<file path="src/rtl/voting_pkg.sv">
// ============================================================================
// voting_pkg : shared state encoding and sizing helpers for the voting tally.
// Revision   : 1.0 - initial release
// ============================================================================
`default_nettype none

package voting_pkg;

    typedef enum logic [1:0] {
        IDLE    = 2'd0,
        COLLECT = 2'd1,
        SCAN    = 2'd2,
        DONE    = 2'd3
    } state_t;

    function automatic int unsigned pow2(input int unsigned w);
        return 32'd1 << w;
    endfunction

    // A tally must hold every ballot of the election going to one candidate.
    function automatic int unsigned tally_width(input int unsigned m);
        return m + 32'd1;
    endfunction

endpackage

`default_nettype wire

</file>
<file path="src/rtl/voting_tally_bank.sv">
// ============================================================================
// voting_tally_bank : 2**N per-candidate counters with clear, increment by
//                     index and combinational read by index.
// Revision          : 1.0 - initial release
// ============================================================================
`default_nettype none

module voting_tally_bank
    import voting_pkg::*;
#(
    parameter int N  = 3,
    parameter int CW = 4
) (
    input  logic          clk,
    input  logic          rst_n,
    input  logic          clear,
    input  logic          inc,
    input  logic [N-1:0]  inc_idx,
    input  logic [N-1:0]  rd_idx,
    output logic [CW-1:0] rd_cnt
);

    localparam int NCAND = pow2(N);

    logic [CW-1:0] tally [NCAND];

    always_ff @(posedge clk or negedge rst_n) begin
        if (!rst_n) begin
            for (int i = 0; i < NCAND; i++) begin
                tally[i] <= '0;
            end
        end else if (clear) begin
            for (int i = 0; i < NCAND; i++) begin
                tally[i] <= '0;
            end
        end else if (inc) begin
            tally[inc_idx] <= tally[inc_idx] + 1'b1;
        end
    end

    assign rd_cnt = tally[rd_idx];

endmodule

`default_nettype wire

</file>
<file path="src/rtl/voting_seq_tally.sv">
// ============================================================================
// voting_seq_tally : streaming plurality voter - collects 2**M ballots over a
//                    valid/ready handshake, then scans 2**N tallies for the
//                    winner. Optional tie output via VOTING_TIE_FLAG_EN.
// Revision         : 1.0 - initial release
// ============================================================================
`default_nettype none

module voting_seq_tally
    import voting_pkg::*;
#(
    parameter int N = 3,
    parameter int M = 3
) (
    input  logic         clk,
    input  logic         rst_n,
    input  logic         start,
    input  logic         vote_valid,
    output logic         vote_ready,
    input  logic [N-1:0] vote,
    output logic         busy,
    output logic         done,
    output logic [N-1:0] winner,
    output logic [M:0]   winner_count
`ifdef VOTING_TIE_FLAG_EN
    ,
    output logic         tie
`endif
);

    localparam int            CW          = tally_width(M);
    localparam int            NBAL        = pow2(M);
    localparam logic [CW-1:0] LAST_BALLOT = CW'(NBAL - 1);
    localparam logic [N-1:0]  LAST_IDX    = '1;

    state_t        state;
    logic [CW-1:0] ballot_cnt;
    logic [N-1:0]  idx;
    logic [N-1:0]  best_idx;
    logic [CW-1:0] best_cnt;
    logic [CW-1:0] rd_cnt;
    logic          accept;
    logic          start_ok;

    assign accept   = vote_valid & vote_ready;
    assign start_ok = start & ((state == IDLE) | (state == DONE));

    voting_tally_bank #(
        .N  (N),
        .CW (CW)
    ) u_bank (
        .clk     (clk),
        .rst_n   (rst_n),
        .clear   (start_ok),
        .inc     (accept),
        .inc_idx (vote),
        .rd_idx  (idx),
        .rd_cnt  (rd_cnt)
    );

    always_ff @(posedge clk or negedge rst_n) begin
        if (!rst_n) begin
            state        <= IDLE;
            vote_ready   <= 1'b0;
            busy         <= 1'b0;
            done         <= 1'b0;
            winner       <= '0;
            winner_count <= '0;
            ballot_cnt   <= '0;
            idx          <= '0;
            best_idx     <= '0;
            best_cnt     <= '0;
        end else begin
            done <= 1'b0;
            case (state)
                IDLE: begin
                    if (start) begin
                        state        <= COLLECT;
                        vote_ready   <= 1'b1;
                        busy         <= 1'b1;
                        ballot_cnt   <= '0;
                        best_idx     <= '0;
                        best_cnt     <= '0;
                        winner       <= '0;
                        winner_count <= '0;
                    end
                end
                COLLECT: begin
                    if (accept) begin
                        ballot_cnt <= ballot_cnt + 1'b1;
                        if (ballot_cnt == LAST_BALLOT) begin
                            state      <= SCAN;
                            vote_ready <= 1'b0;
                            idx        <= '0;
                        end
                    end
                end
                SCAN: begin
                    // Strict compare keeps the lowest index on ties.
                    if (rd_cnt > best_cnt) begin
                        best_idx <= idx;
                        best_cnt <= rd_cnt;
                    end
                    idx <= idx + 1'b1;
                    if (idx == LAST_IDX) begin
                        state <= DONE;
                        busy  <= 1'b0;
                    end
                end
                DONE: begin
                    done         <= 1'b1;
                    winner       <= best_idx;
                    winner_count <= best_cnt;
                    if (start) begin
                        state      <= COLLECT;
                        vote_ready <= 1'b1;
                        busy       <= 1'b1;
                        ballot_cnt <= '0;
                        best_idx   <= '0;
                        best_cnt   <= '0;
                    end else begin
                        state <= IDLE;
                    end
                end
                default: state <= IDLE;
            endcase
        end
    end

`ifdef VOTING_TIE_FLAG_EN
    logic best_tie;

    // A later candidate matching a non-zero best means the maximum is shared;
    // a strictly greater one supersedes any earlier tie.
    always_ff @(posedge clk or negedge rst_n) begin
        if (!rst_n) begin
            best_tie <= 1'b0;
            tie      <= 1'b0;
        end else begin
            case (state)
                IDLE: begin
                    if (start) begin
                        best_tie <= 1'b0;
                        tie      <= 1'b0;
                    end
                end
                SCAN: begin
                    if (rd_cnt > best_cnt) begin
                        best_tie <= 1'b0;
                    end else if ((rd_cnt == best_cnt) && (best_cnt != '0)) begin
                        best_tie <= 1'b1;
                    end
                end
                DONE: begin
                    tie <= best_tie;
                    if (start) begin
                        best_tie <= 1'b0;
                    end
                end
                default: ;
            endcase
        end
    end
`endif

endmodule

`default_nettype wire

</file>
<file path="config.mk">
export PLATFORM = sky130hd
export DESIGN_NAME = voting_seq_tally
export DESIGN_NICKNAME = d
export VERILOG_FILES = /design/src/rtl/voting_pkg.sv /design/src/rtl/voting_tally_bank.sv /design/src/rtl/voting_seq_tally.sv
export SDC_FILE = /design/constraint.sdc
export NUM_CORES = 1
export LEC_CHECK = 0
export BUFFER_PORTS_ARGS = -buffer_cell sky130_fd_sc_hd__buf_4
export CAP_MARGIN = 5
export CORE_ASPECT_RATIO = 0.8
export CORE_MARGIN = 10
export CORE_UTILIZATION = 61
export DETAILED_ROUTE_END_ITERATION = 6
export HOLD_SLACK_MARGIN = 0.08
export PLACE_DENSITY = 0.75
export SLEW_MARGIN = 30
export SYNTH_ARGS = -nofsm -noshare
export SYNTH_HDL_FRONTEND = slang
export SYNTH_HIERARCHICAL = 1
export SYNTH_SLANG_ARGS = --single-unit
export TNS_END_PERCENT = 20
</file>
<file path="constraint.sdc">
create_clock -name clk -period 3.01 [get_ports clk]
set_input_delay 0.1505 -clock clk [delete_from_list [all_inputs] [get_ports clk]]
set_output_delay 0.1505 -clock clk [all_outputs]
set_load 0.05 [all_outputs]
</file>
=== After elaboration in Yosys (flattened, before gate mapping) ===
Index checks and enable logic that the tools add are counted.

* Muxes and demuxes: 37
* Div/mod/pow operators: 0
* Reductions and logical operators: 15
* Magnitude comparators: 4
* Shift operators: 0
* Eq/ne operators: 11
* Multipliers: 0
* Bitwise gates (word level): 5
* $add $sub $neg: 3

{| class="wikitable"
|+ Operators by type and width
! cell !! number
|-
| $mux W32 || 2
|-
| $bwmux W32 || 1
|-
| $mux W4 || 8
|-
| $bmux W4 S3 || 2
|-
| $pmux W4 S2 || 3
|-
| $pmux W3 S2 || 3
|-
| $demux W4 S3 || 1
|-
| $mux W3 || 4
|-
| $reduce_and A3 Y1 || 4
|-
| $ne A2 B2 Y1 const B || 5
|-
| $reduce_bool A2 Y1 || 5
|-
| $add A4 B1 Y4 const B || 2
|-
| $ge A4 B4 Y1 const B || 2
|-
| $mux W2 || 4
|-
| $not A3 Y4 || 2
|-
| $pmux W2 S4 || 1
|-
| $reduce_and A4 Y1 || 2
|-
| $mux W1 || 6
|-
| $eq A2 B2 Y1 const B || 2
|-
| $eq A4 B3 Y1 const B || 1
|-
| $gt A4 B4 Y1 || 1
|-
| $lt A4 B1 Y1 const B || 1
|-
| $pmux W1 S2 || 2
|-
| $add A3 B1 Y3 const B || 1
|-
| 9 further kinds || 10
|}

* Bits in writable memories: 0
* Output and inout bits: 10
* Bits in read-only memories: 0
* Latch bits: 0
* Word-level logic and storage cells: 93
* Input port bits: 7
* Bits in registers: 58
* Memories: 0

=== Logic depth before layout (Yosys ltp) ===
* Depth in word-level cells: 8
* Depth in mapped cells: 9
* Mapped depth without buffers: 8

=== Modules after synthesis ===
The synthesis kept the hierarchy.

{| class="wikitable"
|+ Modules (own cells, without submodules)
! module !! instances !! area each (um2) !! cells an instance !! seq. area each (um2)
|-
| voting_tally_bank || 1 || 1936.9 || 171 || 800.8
|-
| voting_seq_tally || 1 || 1385.1 || 144 || 650.6
|}

=== Least setup slack after synthesis ===
No wires, ideal clock.

* Path kind: reg2reg
* Start point: reg idx[0]
* End point: reg best_cnt[0]
* Arrival time: 2695 ps
* Buffers on the path: 1
* Data required time: 2931 ps
* Setup slack: 236 ps
* Period minus slack after synthesis: 2774 ps
* Setup time: 79 ps
* Cell stages (with the launch flop): 9
* Path through: dfrtp_1 clkbuf_1 mux4_2 mux2_2 ha_1 o21ai_0 a21oi_1 o21ai_2 mux2i_1

* Cells in the longest elaborated chain, start to end: 7
* Elaborated cells on any way between the ends: 9
* Classes of those cells: order compare: 1; eq/ne: 1; mux: 5; bitwise: 1; reduce/logical: 1

{| class="wikitable"
|+ Ends and longest elaborated chain
! what !! RTL line !! RTL
|-
| from (decl) || voting_seq_tally.sv:38 || <nowiki>logic [N-1:0] idx;</nowiki>
|-
| from (signal assigned) || voting_seq_tally.sv:104 || <nowiki>idx <= idx + 1'b1;</nowiki>
|-
| $not A3 Y4 (implied by the code) || voting_tally_bank.sv:41 || <nowiki>assign rd_cnt = tally[rd_idx];</nowiki>
|-
| $bmux W4 S3 || voting_tally_bank.sv:41 ||
|-
| $mux W4 (implied by the code) (2 in series) || voting_tally_bank.sv:41 ||
|-
| via rd_cnt[2] || voting_seq_tally.sv:41 || <nowiki>logic [CW-1:0] rd_cnt;</nowiki>
|-
| $gt A4 B4 Y1 || voting_seq_tally.sv:100 || <nowiki>if (rd_cnt > best_cnt) begin</nowiki>
|-
| $ne A2 B2 Y1 (no source line) || n/a ||
|-
| $reduce_and A3 Y1 (no source line) || n/a ||
|-
| to (signal assigned) || voting_seq_tally.sv:102 || <nowiki>best_cnt <= rd_cnt;</nowiki>
|-
| to (decl) || voting_seq_tally.sv:40 || <nowiki>logic [CW-1:0] best_cnt;</nowiki>
|}

The timed path passes the listed nets, and every way through them passes these cells. The select of a mux whose other input is x is not followed.
A chain may end at the register's enable or synchronous reset.

=== Worst setup path after layout ===
* Start point: reg idx[0]
* End point: reg best_idx[2]

* Cells in the longest elaborated chain, start to end: 7

{| class="wikitable"
|+ Ends and longest elaborated chain
! what !! RTL line !! RTL
|-
| $not A3 Y4 (implied by the code) || voting_tally_bank.sv:41 ||
|-
| $bmux W4 S3 || voting_tally_bank.sv:41 ||
|-
| $mux W4 (implied by the code) (2 in series) || voting_tally_bank.sv:41 ||
|-
| via rd_cnt[2] || voting_seq_tally.sv:41 ||
|-
| $gt A4 B4 Y1 || voting_seq_tally.sv:100 ||
|-
| $ne A2 B2 Y1 (no source line) || n/a ||
|-
| $reduce_and A3 Y1 (no source line) || n/a ||
|-
| to (signal assigned) || voting_seq_tally.sv:101 || <nowiki>best_idx <= idx;</nowiki>
|-
| to (decl) || voting_seq_tally.sv:39 || <nowiki>logic [N-1:0] best_idx;</nowiki>
|}

The timed path passes the listed nets, and every way through them passes these cells. The select of a mux whose other input is x is not followed.

==> results_dict.tcl <==
set metrics [dict create \
    synth_cells 315 \
    multiInputGateArea_sq_mm 0.00174 \
    arrival_ps 2970 \
    p_per_area_mw_per_mm2 435 \
    drv_cap 0 \
    grt_pass1_wl_microns 11800 \
    synth_cell_types 46 \
    fin_crit_sh_pct 89.7 \
    ys_seq_elements 58 \
    clock_sinks 58 \
    drc_errors 0 \
    min_from "start" \
    fin_crit_ps 2700 \
    start_kind "flop" \
    pre_cts_ws_ps 357 \
    cts_made_buffers 9 \
    cts_tree "yes" \
    cp.required_ps 3280 \
    setup_tns_ps 0 \
    die_x_microns 103 \
    slew_viol_final 0 \
    endpoint_kind "flop" \
    path_clk_slew_ps 70 \
    synth_xor_area_share_pct 0.753 \
    worst_slew_pin_slew_ps 705 \
    ctsResizeCount 0 \
    port-buffer-count 16 \
    drtIter0Drc 163 \
    final_layout_size_suffix_gt1_share_pct 18.6 \
    dpl_cell_area_sq_mm 0.00348 \
    fin_nets 355 \
    root_buffer "clkbuf_8" \
    stdcell_count 401 \
    antennaDiodeCount 0 \
    antenna_left 0 \
    setup_ws_ps 309 \
    dpl.hpwl_microns 4860 \
    ys_seq_area_share_pct 43.7 \
    start_util_pct 64.5 \
    final_cell_area_sq_mm 0.00371 \
    areaGrowthSynthToFinish_pct 11.8 \
    drt_first_pass_iters 5 \
    fillers 374 \
    viasPerCell 6.03 \
    ys.flop_type "dfrtp_1" \
    gp_congestion 0.865 \
    fin_skew_ps 10.4 \
    grt_usage_pct 17.2 \
    rows 23 \
    core_sq_mm 0.00515 \
    synthMuxAreaShare_pct 20.1 \
    r2r-start "idx[0]" \
    synthSimpleGateAreaFrac_pct 13.9 \
    synth_top_family_by_area "multiplexers" \
    synth_compound_area_share_pct 12.3 \
    hold_viol 0 \
    critPathMaxFanout 7 \
    max_freq_ghz 0.370 \
    synthesis.area_sq_mm 0.00332 \
    drt_wl_total_microns 6930 \
    ctsLongestPathBuffers 2 \
    synth_fa_ha_area_share_pct 5.27 \
    via_count 2420 \
    wl_per_cell_microns 17.3 \
    rsz0062_at_grt "no" \
    postSynthAreaPerCell_sq_um 10.5 \
    slew-limit-headroom_pct 53.0 \
    async_reset_ff_share_pct 100 \
    grt_pass1_vias 2415 \
    regArea_sq_mm 0.00145 \
    ioPinCount 17 \
    yosys_warnings 6 \
    setup_violations 0 \
    grt_max_degree 59 \
    p_leak_nw 1.75 \
    worstSetupStartpoint "idx[0]" \
    die-area_sq_mm 0.00882 \
    synth_edf_count 0 \
    die_y_microns 86.0 \
    htree_levels 3 \
    status "finished, final reports clean" \
    irDropWorstVdd_v 0.000507 \
    grt_antenna_before_repair 0 \
    min_path_type "input pin to flop" \
    clock_latency_ps 350 \
    syn_nets 336 \
    grt_overflow_total 0 \
    crit_type "flop to flop" \
    dp.cells 384 \
]
[metrics by stage]
step	power, mW	util [%]	hold slack, ps
2_1_floorplan	0.823	-	-145
3_3_place_gp	0.847	67.6	250
5_1_grt	1.67	72.1	172
4_1_cts	1.62	72.1	156
6_report	1.61	72.1	154
3_5_place_dp	0.847	67.6	255
[placed cells by master, fill, tap and decap left out, drive strengths merged, types with 2 or more instances in the layout]
cell type / Yosys / routed
dfrtp: 58 / 58
nand2: 41 / 41
nor2: 32 / 32
mux2i: 31 / 31
o21ai: 26 / 26
buf: 9 / 22
a21oi: 14 / 14
ha: 14 / 14
inv: 13 / 13
mux4: 12 / 12
a211oi: 11 / 11
clkbuf: 6 / 9
nand2b: 9 / 9
mux2: 6 / 6
nand3: 4 / 4
nor3: 4 / 4
and3: 3 / 3
clkinv: 0 / 3
nand3b: 2 / 2
a32o: 2 / 2
bufinv: 0 / 2
clkinvlp: 0 / 2
nor2b: 2 / 2
a21o: 2 / 2
o311ai: 2 / 2
xnor2: 2 / 2
[cell usage after synthesis, types with 2 or more instances]
cell type,count,share of area [%]
dfrtp_1,58,44
nand2_1,41,4.6
nor2_1,32,3.6
mux2i_1,30,9.0
o21ai_0,23,3.5
a21oi_1,14,2.1
ha_1,14,5.3
inv_1,13,1.5
a211oi_1,10,2.3
mux4_2,10,6.8
nand2b_1,8,1.5
clkbuf_1,6,0.68
mux2_2,5,1.7
nand3_1,4,0.60
nor3_1,4,0.60
and3_1,3,0.57
buf_2,3,0.45
a32o_1,2,0.60
buf_1,2,0.23
buf_4,2,0.45
buf_6,2,0.68
mux4_1,2,1.6
nand3b_1,2,0.45
nor2b_1,2,0.38
o21ai_2,2,0.53
[final cells by class]
type | count | area share (%)
Sequential cell | 58 | 39.1
Clock buffer | 9 | 3.34
Inverter | 13 | 1.31
Tap cell | 62 | 2.09
Multi-Input combinational cell | 229 | 46.9
Timing Repair Buffer | 23 | 4.72
Clock inverter | 7 | 2.53
[where the power goes]
| group | switching, mW | internal (mW) | leakage, nW |
|---|---|---|---|
| sequential | 0 | 0.779 | 0.722 |
| combinational | 0.0361 | 0.0171 | 0.928 |
| clock | 0.319 | 0.463 | 0.105 |
| total | 0.355 | 1.26 | 1.75 |
[routing by layer]
layer / GRT usage (%) / up-vias / part of all wire (%)
li1: - / 1167 / -
met1: 22.0 / 1173 / 47
met2: 25.1 / 66 / 44
met3: 7.54 / 14 / 7.5
met4: 6.39 / 0 / 1.6
met5: 0 / - / 0
[worst paths after layout]
kind	endpoint	slack, ps	cells after the start
setup / recovery	best_idx[2]	310	9
hold / removal	busy	150	3
setup reg to reg	best_idx[2]	310	9
hold reg to reg	winner_count[1]	480	2
max in group asynchronous	u_bank/tally[0]	2140	2
min in group asynchronous	u_bank/tally[11]	410	2
[worst max-delay path, cell delays in order, from the launching register on]
cell,delay [ps]
dfrtp_1,510
buf_4,250
mux4_2,530
mux2_2,310
ha_1,290
o21ai_0,150
a21oi_1,70
o21ai_2,130
buf_4,190
mux2i_1,190
[timing repair]
item / in CTS / in global routing
hold buffers: 1 / 0
buffers inserted: 0 / 0
endpoints found under the hold margin: 58 / 0
endpoints found under the setup margin: 0 / 0
[cells by family (layout without fill, tap and decap cells)]
group / Yosys count / after routing
buf+inv: 28 / 52
mux: 49 / 49
fa+ha+maj: 14 / 14
simple gates: 102 / 102
xor+xnor: 2 / 2
compound gates: 62 / 62
flops: 58 / 58
[registers in the layout, indices dropped and copies added (netlist names)]
signal	cells
ballot_cnt	4
best_cnt	4
best_idx	3
busy	1
done	1
idx	3
state	2
u_bank/tally	32
vote_ready	1
winner	3
winner_count	4
Note: power is estimated with default switching activity, not from simulation.
